==> config.mk <==
export PLATFORM = sky130hd
export DESIGN_NAME = instr_fetch_ctrl
export DESIGN_NICKNAME = d
export VERILOG_FILES = /design/src/rtl/instr_fetch_ctrl.sv
export SDC_FILE = /design/constraint.sdc
export NUM_CORES = 1
export LEC_CHECK = 0
export ABC_CLOCK_PERIOD_IN_PS = 6300
export CORE_MARGIN = 1
export CORE_UTILIZATION = 45
export DETAILED_ROUTE_END_ITERATION = 10
export PLACE_DENSITY = 0.8
export SLEW_MARGIN = 30
export SYNTH_ARGS = -nofsm -noshare
export SYNTH_HDL_FRONTEND = slang
export SYNTH_SLANG_ARGS = --single-unit
==> constraint.sdc <==
create_clock -name clk -period 6.3 [get_ports clk]
set_input_delay 1.89 -clock clk [delete_from_list [all_inputs] [get_ports clk]]
set_output_delay 1.89 -clock clk [all_outputs]
set_load 0.02 [all_outputs]
==> src/rtl/instr_fetch_ctrl.sv <==
// -----------------------------------------------------------------------------
// instr_fetch_ctrl
//
// Instruction fetch stage controller. Holds the program counter, addresses a
// combinational instruction memory and presents one registered instruction at
// a time to decode through a valid/ready handshake. A taken branch from execute
// redirects the PC and flushes the held instruction, which costs one bubble.
//
// Parameters
//   WORD_WIDTH  width of PC, memory address and instruction
//   RESET_PC    word address loaded into the PC on reset
//
// Ports
//   clk          single clock, rising edge
//   rst          asynchronous active-high reset
//   run          fetch enable; 0 suspends new fetches
//   branch_taken redirect request from execute
//   branch_addr  redirect target word address
//   imem_addr    address to instruction memory (equals the PC)
//   imem_instr   instruction returned by memory in the same cycle
//   if_valid     if_pc / if_instr hold a valid fetched instruction
//   if_ready     decode accepts the instruction this cycle
//   if_pc        word address of if_instr
//   if_instr     registered fetched instruction
//   fetch_count  number of instructions accepted by decode (wraps)
// -----------------------------------------------------------------------------
`ifndef WORD_WIDTH
`define WORD_WIDTH 32
`endif

module instr_fetch_ctrl #(
  parameter int unsigned                  WORD_WIDTH = `WORD_WIDTH,
  parameter logic [WORD_WIDTH-1:0]        RESET_PC   = '0
) (
  input  logic                  clk,
  input  logic                  rst,
  input  logic                  run,
  input  logic                  branch_taken,
  input  logic [WORD_WIDTH-1:0] branch_addr,
  output logic [WORD_WIDTH-1:0] imem_addr,
  input  logic [WORD_WIDTH-1:0] imem_instr,
  output logic                  if_valid,
  input  logic                  if_ready,
  output logic [WORD_WIDTH-1:0] if_pc,
  output logic [WORD_WIDTH-1:0] if_instr,
  output logic [15:0]           fetch_count
);

  typedef enum logic [1:0] {
    IDLE  = 2'd0,
    FETCH = 2'd1,
    STALL = 2'd2
  } state_t;

  state_t                state, state_next;
  logic [WORD_WIDTH-1:0] pc;

  // Control strobes decoded from the current state and inputs.
  logic do_fetch;    // capture imem_instr and advance the PC
  logic drop_valid;  // held instruction accepted while run=0: go empty
  logic accept;      // decode takes the held instruction this cycle
  logic count_en;

  assign imem_addr = pc;
  assign accept    = if_valid & if_ready;
  // A branch in the same cycle as acceptance flushes the instruction, so it
  // is not counted.
  assign count_en  = accept & ~branch_taken;

  // ---------------------------------------------------------------------------
  // State register
  // ---------------------------------------------------------------------------
  // NOTE: sequential state uses non-blocking assignments so every register
  // samples pre-edge values, independent of block ordering.
  always_ff @(posedge clk or posedge rst) begin
    if (rst) state <= IDLE;
    else     state <= state_next;
  end

  // ---------------------------------------------------------------------------
  // Next-state and control decode
  // ---------------------------------------------------------------------------
  always_comb begin
    // NOTE: every output of this block gets a default first, so no path can
    // leave a signal unassigned and infer a latch.
    state_next = state;
    do_fetch   = 1'b0;
    drop_valid = 1'b0;

    if (branch_taken) begin
      // Redirect wins over everything, including a pending acceptance.
      state_next = run ? FETCH : IDLE;
    end else begin
      unique case (state)
        IDLE: begin
          // One cycle here before fetching resumes; PC holds.
          if (run) state_next = FETCH;
        end

        FETCH: begin
          if (if_valid && !if_ready) begin
            state_next = STALL;
          end else if (run) begin
            do_fetch = 1'b1;
          end else begin
            // Empty, or held instruction accepted now: stop fetching.
            drop_valid = 1'b1;
            state_next = IDLE;
          end
        end

        STALL: begin
          if (if_ready) begin
            if (run) begin
              do_fetch   = 1'b1;
              state_next = FETCH;
            end else begin
              drop_valid = 1'b1;
              state_next = IDLE;
            end
          end
        end

        default: state_next = IDLE;
      endcase
    end
  end

  // ---------------------------------------------------------------------------
  // PC and fetch output registers
  // ---------------------------------------------------------------------------
  always_ff @(posedge clk or posedge rst) begin
    if (rst) begin
      pc       <= RESET_PC;
      if_valid <= 1'b0;
      if_pc    <= '0;
      if_instr <= '0;
    end else if (branch_taken) begin
      // Flush: the instruction fetched from the old path is discarded and the
      // target is fetched on the following edge (one bubble).
      pc       <= branch_addr;
      if_valid <= 1'b0;
    end else if (do_fetch) begin
      if_instr <= imem_instr;
      if_pc    <= pc;
      if_valid <= 1'b1;
      pc       <= pc + WORD_WIDTH'(1);  // wraps silently at the top
    end else if (drop_valid) begin
      if_valid <= 1'b0;
    end
  end

  // ---------------------------------------------------------------------------
  // Accepted-instruction counter
  // ---------------------------------------------------------------------------
  always_ff @(posedge clk or posedge rst) begin
    if (rst)           fetch_count <= '0;
    else if (count_en) fetch_count <= fetch_count + 16'd1;
  end

endmodule
---- Yosys cells after proc, flatten, opt, wreduce, memory -nomap -nowiden ----
Index checks and enable logic that the tools add are counted.
word-level totals
  bits in registers ....................... 115
  input port bits ......................... 69
  logic and storage cells ................. 45
operators by class
  add/subtract/negate cells ............... 2
  equality and inequality tests ........... 5
  mux-type cells .......................... 22
  bitwise logic cells ..................... 3
  reductions and logical operators ........ 7
operator list
  kind                     number
  $mux W32                 2
  $add A32 B1 Y32 const B  1
  $add A16 B1 Y16 const B  1
  $mux W1                  12
  $mux W2                  5
  $ne A3 B3 Y1 const B     2
  $pmux W2 S3              1
  $ne A4 B4 Y1 const B     1
  $pmux W1 S2              2
  $reduce_and A3 Y1        1
  $reduce_bool A3 Y1       1
  $and A1 B1 Y1            2
  $eq A2 B1 Y1 const B     1
  $eq A2 B2 Y1 const B     1
  $logic_not A2 Y1         1
  $reduce_and A2 Y1        1
  $reduce_bool A2 Y1       1
  $logic_and A1 B1 Y1      1
  $logic_not A1 Y1         1
  $not A1 Y1               1

---- Depth between registers and ports, before layout ----
  word-level depth ........................ 8
  gate-level depth with buffers ........... 8

---- Worst setup path after synthesis ----
OpenSTA, ideal clock, no wires.
  kind .................................... in2reg
  start ................................... input branch_taken
  end ..................................... register fetch_count[14]
  arrival ................................. 3295 ps
  setup slack ............................. 2925 ps
  stages .................................. 7
  buffers on the path ..................... 2
  cell sequence ........................... clkbuf_1 and3b_1 clkbuf_1 nand2_1 or2_2 nor3_1 xor2_1
between the ends
  longest elaborated chain between the ends .. 2
ends and longest elaborated chain
  element                 line  RTL
  start: declaration      38    input logic branch_taken,
  $not A1 Y1 (no line)    n/a
  $and A1 B1 Y1           68    assign count_en = accept & ~branch_taken;
  end signal: assignment  158   else if (count_en) fetch_count <= fetch_count + 16'd1;
  end: declaration        46    output logic [15:0] fetch_count
No other way between the ends.
A chain may end at the register's enable or synchronous reset.

---- Worst setup path in the final report ----
  start ................................... input if_ready
  end ..................................... register if_pc[26]
between the ends
  longest elaborated chain between the ends .. 6
  elaborated cells between the ends (all ways) .. 7
  classes of those cells .................. mux (4); reduce/logical (3)
ends and longest elaborated chain
  element                        line  RTL
  start: declaration             43    input logic if_ready,
  $logic_not A1 Y1               101   if (if_valid && !if_ready) begin
  $logic_and A1 B1 Y1            101
  $mux W1                        101
  $pmux W1 S2 *                  94    unique case (state)
  $mux W1 *                      90    if (branch_taken) begin
  $reduce_and A2 Y1 (no line) *  n/a
  end signal: assignment         145   if_pc <= pc;
  end: declaration               44    output logic [WORD_WIDTH-1:0] if_pc,
Every way passes the cells marked *; elsewhere a longest branch is shown, timed or not.

==> impl_metrics.ini <==
[timing]
slew_headroom = 0.423
period_minus_slack_ps = 4580
drv_slew = 0
finalSetupViolations = 0
ratio_of_final_minimum_period_to_clock_period = 0.727
finalHoldViolCount = 0
setup_repair_after_global_routing_missed_its_margin = no
finalClockSkew_ps = 6.64
timing_worst_slew_pin_value_ps = 865
fin_setup_tns_ps = 0
fmax_mhz = 218

[clock_tree]
cts_hold_buffers = 0
ctsResizeCount = 0
post_cts_buffers = 0
clock_pin_slew_on_the_worst_setup_and_hold_paths_ps = 50
worst_skew_pair.late_latency_ps = 420
clkSinkCount = 115
numCtsBuffers = 17
htree_depth = 4
maximum_count_of_clock_buffers_along_a_single_path = 2
tritoncts = yes
clock-root-buffer = clkbuf_16

[synth]
post_synth_mux_area_share = 0.151
syn-cell-area_mm2 = 0.00522
ys.flop_type = dfrtp_1
synth_enable_flop_cells = 0
syn-num-nets = 518
yosys.area_share.adder = 0.0144
synth.ff_latch_count = 115
yosys.area_share.simple = 0.146
post_synth_inst_count = 443
synthXorXnorAreaFrac = 0.0638
yosysUniqueCellTypes = 39
postSynthAreaPerCell_um2 = 11.8
combinational_family_with_the_most_area_after_synthesis = multiplexers
synth_warnings = 0
synth_sequential_area_ratio = 0.551
synth_compound_area_frac = 0.0491
async_flop_share = 1.00

[detailed_routing]
antenna_left = 0
dr.first_iter.drc_count = 212
drc_errors = 0
wire_per_inst_um = 17.0
drt_pre_antenna_iters = 4
drt-vias-per-instance = 5.42
drt_wl_total_mm = 13.2
detailroute.via_count = 4208

[setup_path]
cp_data_arrival_time_ps = 4880
critical_path.endpoint_type = register
cp-startpoint = if_ready
r2r-start = state[0]$_DFFE_PP0P_
type_of_the_setup_path_with_the_least_slack = input pin to register
cp.required_ps = 6600
start_kind = input pin
critical_path.max_fanout = 46

[finish]
final_core_utilization = 0.695
synthToLayoutAreaGrowth_pct = 47.5
layout_commonest_cell = clkdlybuf4s50_1
finish.net_count = 700
n_antenna_cell = 0
layout-drive-gt1-share = 0.155
fill_cells = 818
most_frequent_cells_in_the_layout = clkdlybuf4s50_1 (180), dfrtp_1 (115), mux2_2 (62)

[floorplanning]
initial_core_util = 0.471
fp.dieH_um = 110
design.die.area_mm2 = 0.0120
ios = 182
placement_rows = 38
floorplan.die.width_um = 110
design.core.area_mm2 = 0.0111

[placement]
gp_routability_congestion = 0.801
detailedPlacementHpwl_mm = 9.23
io_buffers = 181

[run]
drv.max_cap_violation_count = 0

[global_route]
globalRouteTotalUtil = 0.234
first_pass_grt_wire_length_mm = 21.0
grt_max_degree = 77
grt_pass1_vias = 4255
grt_antenna_before_repair = 0
global_route.overflow_total = 0

[pwr]
irDropWorstVdd_uv = 296
leakagePower_nw = 3.14
power_density_mw_per_mm2 = 416

[run_status]
result_of_the_run = completed

[hold_path]
timing.hold.worst.start = if_pc[19]$_DFFE_PP0P_
hold_path_class = register to register
[Yosys cell counts, types with 3 or more instances]
cell type,number,area (um^2)
a21oi_1,3,15.0
a31oi_1,8,50.1
and2_1,3,18.8
and4_1,6,52.6
buf_2,7,35.0
clkbuf_1,12,45.0
dfrtp_1,115,2880
ha_1,6,75.1
inv_1,7,26.3
mux2_1,6,67.6
mux2_2,62,698
nand2_1,40,150
nand3_1,18,90.1
nand4_1,14,87.6
nor2_1,19,71.3
nor3_1,5,25.0
nor4_1,9,56.3
nor4b_1,5,43.8
o21ai_0,31,155
or3_1,9,56.3
xnor2_1,25,219
xor2_1,13,114
[per-layer routing]
layer | wire length, um | global-route usage
met3 | 1130 | 0.0765
met4 | 255 | 0.102
met2 | 6440 | 0.386
met1 | 5360 | 0.279
met5 | 0 | 0
[where the power goes]
part	switching (mW)	internal, mW	leakage [nW]	total [mW]
registers	0.156	0.974	1.41	1.13
logic	0.541	0.613	1.45	1.15
clock network	0.314	0.608	0.278	0.922
[final cells by class]
class / count / area [um^2] / share of cell area
multi-input cells: 300 / 2220 / 0.288
repair buffers: 184 / 1830 / 0.238
clock buffers: 26 / 489 / 0.0636
inverters: 7 / 31.3 / 0.00406
flip-flops and latches: 115 / 2880 / 0.374
well taps: 140 / 175 / 0.0228
clock inverters: 5 / 75.1 / 0.00975
[flip-flops by register name (all words and copies together) (netlist names)]
signal,flops
if_pc,32
if_valid,1
if_instr,32
imem_addr,32
state,2
fetch_count,16
[cell families after synthesis]
family          count (synthesis)
compound gates                 46
buf+inv                        28
flops                         115
mux                            70
simple gates                  140
fa+ha+maj                       6
xor+xnor                       38
[worst max-delay path, cell delays in order]
cell and delay, ps:
clkdlybuf4s50_1 600, nand2b_1 230, a22oi_2 260, nor3_4 790
buf_4 620, mux2_2 410
[metrics by stage]
step	hold WS (ps)	power [mW]	area [um^2]	setup slack, ps	cells
after floorplan	538	1.69	5220	1370	443
after global routing	503	3.36	7700	1540	777
after detailed placement	474	2.30	7130	1320	746
final	483	3.20	7700	1720	777
after CTS	485	3.23	7690	1750	777
after global placement	461	2.26	7130	1420	746
[worst paths after layout]
kind,cells after the start,end,slack (ps)
worst min-delay path,1,if_pc[19]$_DFFE_PP0P_,480
min in group asynchronous,2,fetch_count[9]$_DFFE_PP0P_,1980
worst max-delay path,6,if_pc[26]$_DFFE_PP0P_,1720
worst max register to register,6,if_pc[26]$_DFFE_PP0P_,3150
max in group asynchronous,3,imem_addr[14]$_DFFE_PP0P_,3330
worst min register to register,1,if_pc[19]$_DFFE_PP0P_,480
No activity file was read; power rests on OpenSTA's default activity.
